### src/rtl/lcd_scanout_if.sv
// FIFO read port between the pixel FIFO and lcd_scanout.
// The scanout pops the FIFO, so it is the master of this port.
interface lcd_scanout_if;
  logic        fifo_rd;
  logic [31:0] fifo_data;
  logic        fifo_empty;

  modport master (output fifo_rd, input fifo_data, input fifo_empty);
  modport slave  (input fifo_rd, output fifo_data, output fifo_empty);
endinterface

### src/rtl/lcd_scanout.sv
// LCD scan-out for the pixel FIFO: 800x480 timing, one 32-bit word popped per 4 pixels, RGB332 to RGB565.
// Optional build macro LCD_TEST_PATTERN_EN adds i_Test_Pattern (vertical bars from h[9:2], no FIFO pops).
module lcd_scanout #(
  parameter int H_ACTIVE = 800,
  parameter int H_FP     = 40,
  parameter int H_SYNC   = 48,
  parameter int H_BP     = 88,
  parameter int V_ACTIVE = 480,
  parameter int V_FP     = 13,
  parameter int V_SYNC   = 3,
  parameter int V_BP     = 32
) (
  input  logic          i_Clk,
  input  logic          i_Rst_L,
  input  logic          i_First_Data_Ready,
`ifdef LCD_TEST_PATTERN_EN
  input  logic          i_Test_Pattern,
`endif
  lcd_scanout_if.master fifo,
  output logic          o_LCD_HSync,
  output logic          o_LCD_VSync,
  output logic          o_LCD_DE,
  output logic [4:0]    o_LCD_R,
  output logic [5:0]    o_LCD_G,
  output logic [4:0]    o_LCD_B,
  output logic          o_Underflow
);

  localparam int H_TOTAL = H_ACTIVE + H_FP + H_SYNC + H_BP;
  localparam int V_TOTAL = V_ACTIVE + V_FP + V_SYNC + V_BP;
  // At least 10 bits so h[9:2] always exists for the test pattern.
  localparam int HW = ($clog2(H_TOTAL) < 10) ? 10 : $clog2(H_TOTAL);
  localparam int VW = $clog2(V_TOTAL);

  localparam logic [HW-1:0] H_LAST    = HW'(H_TOTAL - 1);
  localparam logic [HW-1:0] H_ACT     = HW'(H_ACTIVE);
  localparam logic [HW-1:0] H_SYNC_LO = HW'(H_ACTIVE + H_FP);
  localparam logic [HW-1:0] H_SYNC_HI = HW'(H_ACTIVE + H_FP + H_SYNC);
  localparam logic [VW-1:0] V_LAST    = VW'(V_TOTAL - 1);
  localparam logic [VW-1:0] V_ACT     = VW'(V_ACTIVE);
  localparam logic [VW-1:0] V_SYNC_LO = VW'(V_ACTIVE + V_FP);
  localparam logic [VW-1:0] V_SYNC_HI = VW'(V_ACTIVE + V_FP + V_SYNC);

  typedef enum logic {S_WAIT, S_RUN} state_t;

  state_t          state_reg, state_next;
  logic [HW-1:0]   h_reg;
  logic [VW-1:0]   v_reg;
  logic            tp_en;
  logic            run, de0, hs0, vs0, slot0, rd0, underflow0;

  logic            de1_reg, hs1_reg, vs1_reg, slot1_reg, rd1_reg, tp1_reg;
  logic [7:0]      tp_byte1_reg;
  logic [31:0]     shift_reg;
  logic            grp_ok_reg;
  logic [7:0]      pix_byte;
  logic            pix_ok;

`ifdef LCD_TEST_PATTERN_EN
  assign tp_en = i_Test_Pattern;
`else
  assign tp_en = 1'b0;
`endif

  always_ff @(posedge i_Clk or negedge i_Rst_L) begin
    if (!i_Rst_L) state_reg <= S_WAIT;
    else          state_reg <= state_next;
  end

  // Stage 0: next state plus everything decoded straight from the counters.
  always_comb begin
    state_next = state_reg;
    if (state_reg == S_WAIT && i_First_Data_Ready) state_next = S_RUN;
    run        = (state_reg == S_RUN);
    de0        = run && (h_reg < H_ACT) && (v_reg < V_ACT);
    hs0        = !(run && (h_reg >= H_SYNC_LO) && (h_reg < H_SYNC_HI));
    vs0        = !(run && (v_reg >= V_SYNC_LO) && (v_reg < V_SYNC_HI));
    slot0      = de0 && (h_reg[1:0] == 2'b00);
    rd0        = slot0 && !tp_en && !fifo.fifo_empty;
    underflow0 = slot0 && !tp_en && fifo.fifo_empty;
  end

  assign fifo.fifo_rd = rd0;

  always_ff @(posedge i_Clk or negedge i_Rst_L) begin
    if (!i_Rst_L) begin
      h_reg <= '0;
      v_reg <= '0;
    end else if (run) begin
      if (h_reg == H_LAST) begin
        h_reg <= '0;
        v_reg <= (v_reg == V_LAST) ? '0 : v_reg + 1'b1;
      end else begin
        h_reg <= h_reg + 1'b1;
      end
    end
  end

  always_ff @(posedge i_Clk or negedge i_Rst_L) begin
    if (!i_Rst_L) begin
      de1_reg      <= 1'b0;
      hs1_reg      <= 1'b1;
      vs1_reg      <= 1'b1;
      slot1_reg    <= 1'b0;
      rd1_reg      <= 1'b0;
      tp1_reg      <= 1'b0;
      tp_byte1_reg <= '0;
    end else begin
      de1_reg      <= de0;
      hs1_reg      <= hs0;
      vs1_reg      <= vs0;
      slot1_reg    <= slot0;
      rd1_reg      <= rd0;
      tp1_reg      <= tp_en;
      tp_byte1_reg <= h_reg[9:2];
    end
  end

  // Stage 1: the popped word is on the FIFO bus now; pixel 0 bypasses the shift register.
  always_comb begin
    pix_byte = shift_reg[31:24];
    pix_ok   = grp_ok_reg;
    if (slot1_reg) begin
      pix_byte = fifo.fifo_data[31:24];
      pix_ok   = rd1_reg;
    end
    if (tp1_reg) begin
      pix_byte = tp_byte1_reg;
      pix_ok   = 1'b1;
    end
  end

  always_ff @(posedge i_Clk or negedge i_Rst_L) begin
    if (!i_Rst_L) begin
      shift_reg  <= '0;
      grp_ok_reg <= 1'b0;
    end else if (slot1_reg) begin
      shift_reg  <= {fifo.fifo_data[23:0], 8'h00};
      grp_ok_reg <= rd1_reg;
    end else begin
      shift_reg  <= {shift_reg[23:0], 8'h00};
    end
  end

  // Stage 2: pin registers; a group that missed its word stays black.
  always_ff @(posedge i_Clk or negedge i_Rst_L) begin
    if (!i_Rst_L) begin
      o_LCD_HSync <= 1'b1;
      o_LCD_VSync <= 1'b1;
      o_LCD_DE    <= 1'b0;
      o_LCD_R     <= '0;
      o_LCD_G     <= '0;
      o_LCD_B     <= '0;
      o_Underflow <= 1'b0;
    end else begin
      o_LCD_HSync <= hs1_reg;
      o_LCD_VSync <= vs1_reg;
      o_LCD_DE    <= de1_reg;
      o_Underflow <= o_Underflow | underflow0;
      if (de1_reg && pix_ok) begin
        o_LCD_R <= {pix_byte[7:5], pix_byte[7:6]};
        o_LCD_G <= {pix_byte[4:2], pix_byte[4:2]};
        o_LCD_B <= {pix_byte[1:0], pix_byte[1:0], pix_byte[1]};
      end else begin
        o_LCD_R <= '0;
        o_LCD_G <= '0;
        o_LCD_B <= '0;
      end
    end
  end

endmodule

### src/flat_wrapper.sv
// flat-port wrapper written by rule: the top's interface ports become plain ports
module lcd_scanout_flat 
#(
  parameter int H_ACTIVE = 800,
  parameter int H_FP     = 40,
  parameter int H_SYNC   = 48,
  parameter int H_BP     = 88,
  parameter int V_ACTIVE = 480,
  parameter int V_FP     = 13,
  parameter int V_SYNC   = 3,
  parameter int V_BP     = 32
)
  (i_Clk, i_Rst_L, i_First_Data_Ready, o_LCD_HSync, o_LCD_VSync, o_LCD_DE, o_LCD_R, o_LCD_G, o_LCD_B, o_Underflow, fifo_fifo_rd, fifo_fifo_data, fifo_fifo_empty);
  lcd_scanout_if fifo_i ();
  input  logic i_Clk;
  input  logic i_Rst_L;
  input  logic i_First_Data_Ready;
  output logic o_LCD_HSync;
  output logic o_LCD_VSync;
  output logic o_LCD_DE;
  output logic [4:0] o_LCD_R;
  output logic [5:0] o_LCD_G;
  output logic [4:0] o_LCD_B;
  output logic o_Underflow;
  output wire logic [$bits(fifo_i.fifo_rd)-1:0] fifo_fifo_rd;
  input wire logic [$bits(fifo_i.fifo_data)-1:0] fifo_fifo_data;
  input wire logic [$bits(fifo_i.fifo_empty)-1:0] fifo_fifo_empty;
  assign fifo_fifo_rd = fifo_i.fifo_rd;
  assign fifo_i.fifo_data = fifo_fifo_data;
  assign fifo_i.fifo_empty = fifo_fifo_empty;
  lcd_scanout #(.H_ACTIVE(H_ACTIVE), .H_FP(H_FP), .H_SYNC(H_SYNC), .H_BP(H_BP), .V_ACTIVE(V_ACTIVE), .V_FP(V_FP), .V_SYNC(V_SYNC), .V_BP(V_BP)) u_core (.i_Clk(i_Clk), .i_Rst_L(i_Rst_L), .i_First_Data_Ready(i_First_Data_Ready), .fifo(fifo_i), .o_LCD_HSync(o_LCD_HSync), .o_LCD_VSync(o_LCD_VSync), .o_LCD_DE(o_LCD_DE), .o_LCD_R(o_LCD_R), .o_LCD_G(o_LCD_G), .o_LCD_B(o_LCD_B), .o_Underflow(o_Underflow));
endmodule
### config.mk
export PLATFORM = sky130hd
export DESIGN_NAME = lcd_scanout_flat
export DESIGN_NICKNAME = d
export VERILOG_FILES = /design/src/rtl/lcd_scanout_if.sv /design/src/rtl/lcd_scanout.sv /design/src/flat_wrapper.sv
export SDC_FILE = /design/constraint.sdc
export NUM_CORES = 1
export LEC_CHECK = 0
export BUFFER_PORTS_ARGS = -buffer_cell sky130_fd_sc_hd__buf_2
export CAP_MARGIN = 20
export CORE_ASPECT_RATIO = 1.2
export CORE_MARGIN = 5
export CORE_UTILIZATION = 55
export CTS_BUF_LIST = sky130_fd_sc_hd__clkbuf_2
export CTS_CLUSTER_DIAMETER = 100
export DETAILED_ROUTE_END_ITERATION = 10
export PLACE_DENSITY = 0.8
export SETUP_SLACK_MARGIN = 0.3
export SLEW_MARGIN = 15
export SYNTH_ARGS = -nofsm -noshare
export SYNTH_HDL_FRONTEND = slang
export SYNTH_SLANG_ARGS = --single-unit
### constraint.sdc
create_clock -name i_Clk -period 3.3 [get_ports i_Clk]
set_input_delay 0 -clock i_Clk [delete_from_list [all_inputs] [get_ports i_Clk]]
set_output_delay 0 -clock i_Clk [all_outputs]
set_load 0.05 [all_outputs]
==> impl_metrics.ini, run 1 <==
[flow_run]
maxCapViolations = 0

[cts]
cts_resized = 0
postCtsSetupBuffers = 0
clkTransAtPathRegs_ns = 0.20
clkLatencyLatePin_ns = 0.50
clkSinkCount = 63
cts_root_buf = clkbuf_2
numCtsBuffers = 9
postCtsHoldBufs = 35
cts_tree = yes
htree_levels = 3
clk_path_buf_depth = 2

[status]
outcome = completed

[logic_synthesis]
synth_warnings = 0
synth_seq_area_share_pct = 58.7
ys_ff_latch = 63
avgSynthCellArea_um2 = 12.0
synthCells = 224
syn-cell-area_um2 = 2700
synth_nets = 265
netlist-cell-type-count = 40

[setup_path]
path_max_fanout = 7
arrival_ns = 2.31
end_kind = primary output
cp-start-kind = register
required_ns = 3.30
timing_worst_setup_path_type = reg2out

[power]
cellPowerDensity_nw_per_um2 = 667
p_leak_nw = 1.70
p_total_mw = 2.35
ir_drop_v = 0.000356

[finish]
largest_reg_flops = 24
syn_to_final_growth_pct = 30.3
utilization_pct = 72.7
multi_input_area_um2 = 985
diodes = 0
layout_commonest_cell = dfrtp_1
seq_area_um2 = 1580
layout_common_cells = dfrtp_1 (59), buf_2 (56), dlygate4sd3_1 (35)
drive_above_1_share_pct = 32.4
num-nets-final = 354
n_fill_cell = 325

[sta]
hold_violations = 0
finalSetupViolations = 0
clock_skew_ns = 0.0343
fin_crit_sh_pct = 70.1
tns_ns = 0
period_needed_ns = 2.31
slew_viol_final = 0
worst_pin_slew_ns = 0.781
fmax_mhz = 432
rsz0062_at_grt = false
maxSlewHeadroom_pct = 47.9

[floorplan]
io_pins = 57
coreArea_um2 = 4830
die_w_um = 73.9
die_area_um2 = 6410
placementRows = 28
start_util_pct = 55.8
die_height_um = 86.7

[drt]
vias_per_cell = 5.21
drtIter0Drc = 153
wl_um = 5830
drc = 0
drt-wirelength-per-cell_um = 15.4
vias = 1971
ant_nets = 0
drtPass1Iterations = 4

[place]
hpwl_um = 3490
io_buffers = 56
gp_congestion = 0.904

[hold_path]
hold_class = in2async

[grt]
grt_pass1_vias = 2054
grt-ovfl-total = 0
grt.total_usage_pct = 20.5
grt_pass1_wl_um = 9650
grt_max_degree = 37
antenna_found_initial = 0
==> synth_stat cells (all sizes together) <==
cell	number	area share (%)
a22oi	1	0.28
mux2	18	7.5
nor2	16	2.3
and2	10	2.3
dfstp	4	3.9
o311a	1	0.37
clkbuf	5	0.70
nor3	4	0.74
or4	1	0.28
or3b	1	0.42
or3	4	1.1
a211oi	1	0.28
inv	8	1.1
xor2	2	0.65
nor4b	1	0.56
o221ai	1	0.32
a21o	1	0.28
and4b	1	0.37
buf	11	3.0
nand3	13	2.4
nand4	10	2.3
nand2b	1	0.23
dfrtp	59	55
nor4	3	1.3
ha	5	2.3
and3	2	0.46
or2	1	0.23
a21oi	2	0.37
mux2i	8	3.0
xnor2	7	2.3
a32oi	1	0.32
nor2b	1	0.23
o21bai	1	0.28
nand2	11	1.5
o21ai	8	1.5
==> power breakdown <==
part	switching, mW	internal (mW)	leakage [nW]
combinational	0.383	0.249	0.794
clock	0.291	0.405	0.102
sequential	0.0947	0.924	0.808
==> cells by family (layout without fill, tap and decap cells) <==
group / Yosys count / after routing / synth area share [%]
AND/OR/NAND/NOR: 80 / 80 / 16.8
multiplexers: 26 / 26 / 10.5
flip-flops: 63 / 63 / 58.7
buffers and inverters: 24 / 118 / 4.83
XOR/XNOR: 9 / 9 / 2.92
AO/OA/AOI/OAI: 17 / 17 / 3.99
adder cells (fa/ha/maj): 5 / 5 / 2.32
==> area by class of cell <==
type	count	share of cell area [%]
inverters	8	0.854
clock buffers	9	1.28
flip-flops and latches	63	45.0
clock inverters	7	4.13
multi-input cells	137	28.0
repair buffers	94	18.6
well taps	60	2.14
==> stage by stage <==
stage / hold WS (ns) / setup WS, ns / area [um2] / cells
2_1_floorplan: -0.296 / 1.15 / 2700 / 224
3_3_place_gp: 0.127 / 1.51 / 2970 / 327
3_5_place_dp: 0.132 / 1.47 / 2970 / 327
4_1_cts: 0.0783 / 0.928 / 3510 / 378
5_1_grt: 0.126 / 0.805 / 3510 / 378
6_report: 0.0837 / 0.986 / 3510 / 378
==> final timing paths <==
kind	startpoint	endpoint	slack (ns)	cells after the start
max	u_core.h_reg[6]	fifo_fifo_rd	0.99	5
min	i_Rst_L	u_core.h_reg[8]	0.08	2
max reg2reg	u_core.h_reg[0]	u_core.h_reg[9]	1.49	6
min reg2reg	u_core.vs1_reg	u_core.o_LCD_VSync	0.36	0
max in group asynchronous	i_Rst_L	u_core.vs1_reg	2.32	3
min in group i_Clk	fifo_fifo_empty	u_core.rd1_reg	0.20	3
==> critical path: stages (launching register included) <==
cell     delay, ns
dfrtp_1       0.48
o311a_1       0.40
nor4b_2       0.29
and2_1        0.20
nor2b_1       0.17
buf_2         0.28
==> routing by layer <==
metal	global-route usage [%]	vias up	routed length, um
li1	-	951	-
met1	23.2	954	2280
met2	35.7	54	3100
met3	4.41	12	290
met4	10.7	0	160
met5	0	-	0
Note: power is estimated with default switching activity, not from simulation.
==> run 2, diff against run 1 <==
--- a/config.mk
+++ b/config.mk
@@ -9,11 +9,11 @@
 export CAP_MARGIN = 20
 export CORE_ASPECT_RATIO = 1.2
 export CORE_MARGIN = 5
-export CORE_UTILIZATION = 55
+export CORE_UTILIZATION = 51
 export CTS_BUF_LIST = sky130_fd_sc_hd__clkbuf_2
 export CTS_CLUSTER_DIAMETER = 100
 export DETAILED_ROUTE_END_ITERATION = 10
-export PLACE_DENSITY = 0.8
+export PLACE_DENSITY = 0.78
 export SETUP_SLACK_MARGIN = 0.3
 export SLEW_MARGIN = 15
 export SYNTH_ARGS = -nofsm -noshare
==> constraint.sdc (replaced) <==
create_clock -name i_Clk -period 2.1 [get_ports i_Clk]
set_input_delay 0 -clock i_Clk [delete_from_list [all_inputs] [get_ports i_Clk]]
set_output_delay 0 -clock i_Clk [all_outputs]
set_load 0.05 [all_outputs]
==> impl_metrics.ini, run 2 (synthesis results as in run 1) <==
[grt]
antenna_found_initial = 0
grt.total_usage_pct = 18.1
grt_pass1_vias = 2040
grt_pass1_wl_um = 9580
grt_max_degree = 64
grt-ovfl-total = 0

[power]
p_sw_mw = 1.22
switching_share_pct = 34.5
cell_internal_pwr_mw = 2.32
p_leak_nw = 1.76
p_total_mw = 3.54
pwr-share-seq_pct = 44.7
ir_drop_v = 0.000556
power_frac_clock_pct = 23.8
comb_power_share_pct = 31.5
cellPowerDensity_nw_per_um2 = 983

[finish]
drive_above_1_share_pct = 36.8
num-nets-final = 365
layout_common_cells = dfrtp_1 (57), buf_2 (55), dlygate4sd3_1 (35)
n_fill_cell = 384
syn_to_final_growth_pct = 33.5
seq_area_um2 = 1580
multi_input_area_um2 = 1020
largest_reg_flops = 24
layout_commonest_cell = dfrtp_1
diodes = 0

[floorplan]
io_pins = 57
die_area_um2 = 6850
die_w_um = 76.4
coreArea_um2 = 5230
placementRows = 29
start_util_pct = 51.6
die_height_um = 89.7

[sta]
clock_skew_ns = 0.0268
worst_pin_slew_ns = 0.761
rsz0062_at_grt = true
fin_crit_sh_pct = 101
period_needed_ns = 2.13
finalSetupViolations = 1
worst_slack_ns = -0.0268
hold_violations = 0
maxSlewHeadroom_pct = 49.3
slew_viol_final = 0
fmax_mhz = 470

[cts]
htree_levels = 3
cts_tree = yes
clkLatencyLatePin_ns = 0.50
cts_root_buf = clkbuf_2
numCtsBuffers = 9
clkSinkCount = 63
clkTransAtPathRegs_ns = 0.18
clk_path_buf_depth = 2

[setup_path]
timing_worst_setup_path_type = reg2out
cpPeakStageDelay_ns = 0.43
arrival_ns = 2.13
required_ns = 2.10
path_cells = o311a_1 -> nor4b_2 -> and2_4 -> nor2b_4 -> buf_8
path_max_fanout = 2
cpMaxStageDelayCell = dfrtp_1
end_kind = primary output
cp-start-kind = register
crit_path_start = u_core.h_reg[7]
crit-reg2reg-launch = u_core.h_reg[5]

[status]
outcome = finished, violations left
violations = setup timing

[drt]
drtPass1Iterations = 4
wl_um = 5620
ant_nets = 0
drt-wirelength-per-cell_um = 14.4
vias_per_cell = 5.15
vias = 2012
drtIter0Drc = 105
drc = 0

[place]
dp_slack_ns = 0.305
gp_congestion = 0.872
io_buffers = 56
hpwl_um = 3280

[hold_path]
hold_class = in2async

[flow_run]
maxCapViolations = 0
[run 2: what timing repair did]
item | in CTS | in global routing
hold buffers | 35 | 0
buffers inserted | 6 | 5
endpoints found under the hold margin | 94 | 0
pin swaps | 2 | 7
gates resized for setup | 5 | 7
setup endpoints to repair | 7 | 15
[run 2: worst paths after layout]
path	slack, ns	cells after the start	endpoint
min in group i_Clk	0.21	3	u_core.run
hold / removal	0.16	3	u_core.v_reg[0]
setup reg to reg	0.35	5	u_core.v_reg[9]
hold reg to reg	0.37	0	u_core.o_LCD_HSync
setup / recovery	-0.03	5	fifo_fifo_rd
max in group asynchronous	1.42	3	u_core.h_reg[5]
[run 2: per-stage QoR]
step,hold WS [ns],util [%],TNS (ns),cell area [um2],cells
detailed placement,0.194,57.1,0,2980,329
global route,0.194,68.9,-0.120,3600,391
finish,0.159,68.9,-0.0268,3600,391
global placement,0.190,57.1,0,2980,329
CTS,0.145,67.5,0,3530,386
floorplan,-0.296,-,0,2700,224
[run 2: critical path, delay by kind of cell (launching register included)]
family	cells	cell delay, ns
flops	1	0.43
buf+inv	1	0.16
compound gates	1	0.36
simple gates	3	0.67
[run 2: power by group through the flow]
stage / combinational (mW) / clock [mW] / sequential (mW)
floorplan: 0.705 / 0 / 1.68
global placement: 0.913 / 0 / 1.61
detailed placement: 0.933 / 0 / 1.62
CTS: 1.06 / 0.863 / 1.58
global route: 1.22 / 0.925 / 1.62
finish: 1.11 / 0.841 / 1.58
[run 2: area by class of cell]
cell class,instances,share of cell area [%]
sequential,63,44.0
multi-input combinational,137,28.4
timing repair buffer,105,20.8
clock inverter,6,2.36
tap,62,2.16
clock buffer,10,1.39
inverter,8,0.834
[run 2: layer usage]
metal	global-route usage [%]	part of all wire, %	wire length [um]	vias to the layer above
met5	0	0	0	-
met4	8.27	1.9	105	0
met3	6.09	6.8	384	11
met2	29.7	49	2760	74
met1	21.9	42	2370	960
li1	-	-	-	967
==> run 3, diff against run 2 <==
--- a/config.mk
+++ b/config.mk
@@ -14,6 +14,7 @@
 export CTS_CLUSTER_DIAMETER = 100
 export DETAILED_ROUTE_END_ITERATION = 10
 export PLACE_DENSITY = 0.78
+export RECOVER_POWER = 25
 export SETUP_SLACK_MARGIN = 0.3
 export SLEW_MARGIN = 15
 export SYNTH_ARGS = -nofsm -noshare
==> impl_metrics.ini, run 3 (synthesis results as in run 1) <==
[finish]
num-nets-final = 365
layout_common_cells = dfrtp_1 (57), buf_2 (55), dlygate4sd3_1 (35)
n_fill_cell = 385
drive_above_1_share_pct = 36.8
largest_reg_flops = 24
design_area_um2 = 3600
diodes = 0
utilization_pct = 68.8
layout_commonest_cell = dfrtp_1
final_cells = 391
syn_to_final_growth_pct = 33.4

[sta]
finalSetupViolations = 1
worst_slack_ns = -0.0268
worst_pin_slew_ns = 1.48
slew_viol_final = 0
tns_ns = -0.0268
clock_skew_ns = 0.0268
maxSlewHeadroom_pct = 1.20
rsz0062_at_grt = true
fin_crit_sh_pct = 101
hold_violations = 0
fmax_mhz = 470
period_needed_ns = 2.13

[setup_path]
cpMaxStageDelayCell = dfrtp_1
cpLargestDelayFamily = simple AND/OR/NAND/NOR gates
timing_worst_setup_path_type = reg2out
crit_buf_inv = 1
required_ns = 2.10
end_kind = primary output
cpPeakStageDelay_ns = 0.43
path_cells = o311a_1 -> nor4b_2 -> and2_4 -> nor2b_4 -> buf_8
path_max_fanout = 2
cp-start-kind = register
arrival_ns = 2.13

[drt]
drtPass1Iterations = 4
drt-wirelength-per-cell_um = 14.4
wl_um = 5620
vias = 2012
ant_nets = 0
drtIter0Drc = 105
vias_per_cell = 5.15
drc = 0

[grt]
grt.total_usage_pct = 18.1
antenna_found_initial = 0
grt-ovfl-total = 0
grt_pass1_vias = 2040
grt_max_degree = 64
grt_pass1_wl_um = 9580

[place]
gp_congestion = 0.872
io_buffers = 56
hpwl_um = 3280
dp.cells = 329
post_dp_cell_area_um2 = 2980

[cts]
htree_levels = 3
numCtsBuffers = 9
clkLatencyLatePin_ns = 0.50
clkSinkCount = 63
cts_tree = yes
clk_path_buf_depth = 2
clkTransAtPathRegs_ns = 0.18
cts_root_buf = clkbuf_2

[status]
violations = setup timing
outcome = finished, violations left

[floorplan]
coreArea_um2 = 5230
die_height_um = 89.7
die_w_um = 76.4
placementRows = 29
die_area_um2 = 6850
io_pins = 57
start_util_pct = 51.6

[power]
p_total_mw = 3.54
p_leak_nw = 1.76
cellPowerDensity_nw_per_um2 = 984
ir_drop_v = 0.000554

[flow_run]
maxCapViolations = 0

[hold_path]
hold_class = in2reg
==> run 3: cell count changes in the layout (fill, tap and decap cells not counted), sizes merged <==
cell and delta:
clkbuf +1, buf -1
==> run 3: report_power, final <==
group,switching (mW),internal [mW]
Sequential,0.131,1.45
Clock,0.447,0.394
Combinational,0.645,0.469
==> run 3: final timing paths <==
check	start	depth (start not counted)	to	slack (ns)
max	u_core.h_reg[7]	5	fifo_fifo_rd	-0.03
max reg2reg	u_core.h_reg[5]	5	u_core.v_reg[9]	0.35
min in group asynchronous	i_Rst_L	3	u_core.v_reg[0]	0.45
max in group asynchronous	i_Rst_L	3	u_core.h_reg[5]	0.69
min reg2reg	u_core.hs1_reg	0	u_core.o_LCD_HSync	0.37
min	i_First_Data_Ready	3	u_core.run	0.21
==> run 3: worst register-to-register path, cell delays in order, from the launching register on <==
cell and delay (ns):
dfrtp_2 0.44, buf_4 0.16, or3b_4 0.42, or3_4 0.38
a32oi_1 0.18, nand2_1 0.07
==> run 3: area by class of cell <==
type | count | area (um2) | share of cell area (%)
Clock buffer | 10 | 50.0 | 1.39
Clock inverter | 6 | 85.1 | 2.37
Inverter | 8 | 30.0 | 0.835
Multi-Input combinational cell | 137 | 1020 | 28.4
Sequential cell | 63 | 1580 | 44.1
Tap cell | 62 | 77.6 | 2.16
Timing Repair Buffer | 105 | 747 | 20.8
==> run 3: per-layer routing <==
| metal | global-route usage (%) | wire length [um] | vias to the layer above |
|---|---|---|---|
| met5 | 0 | 0 | - |
| met4 | 8.27 | 105 | 0 |
| met3 | 6.09 | 384 | 11 |
| met2 | 29.7 | 2760 | 74 |
| met1 | 21.9 | 2370 | 960 |
| li1 | - | - | 967 |
==> run 3: through the flow <==
stage,hold WS (ns),setup slack [ns]
global placement,0.190,0.357
floorplan,-0.296,0.402
detailed placement,0.194,0.305
global route,0.194,-0.120
CTS,0.145,0.00129
finish,0.213,-0.0268
==> run 3: repair_timing <==
item	CTS	global route
pin swaps	2	7
setup endpoints to repair	7	15
buffers inserted	6	5
gates resized for setup	5	7
cloned	0	0
hold buffers	35	0
hold endpoints to repair	94	0
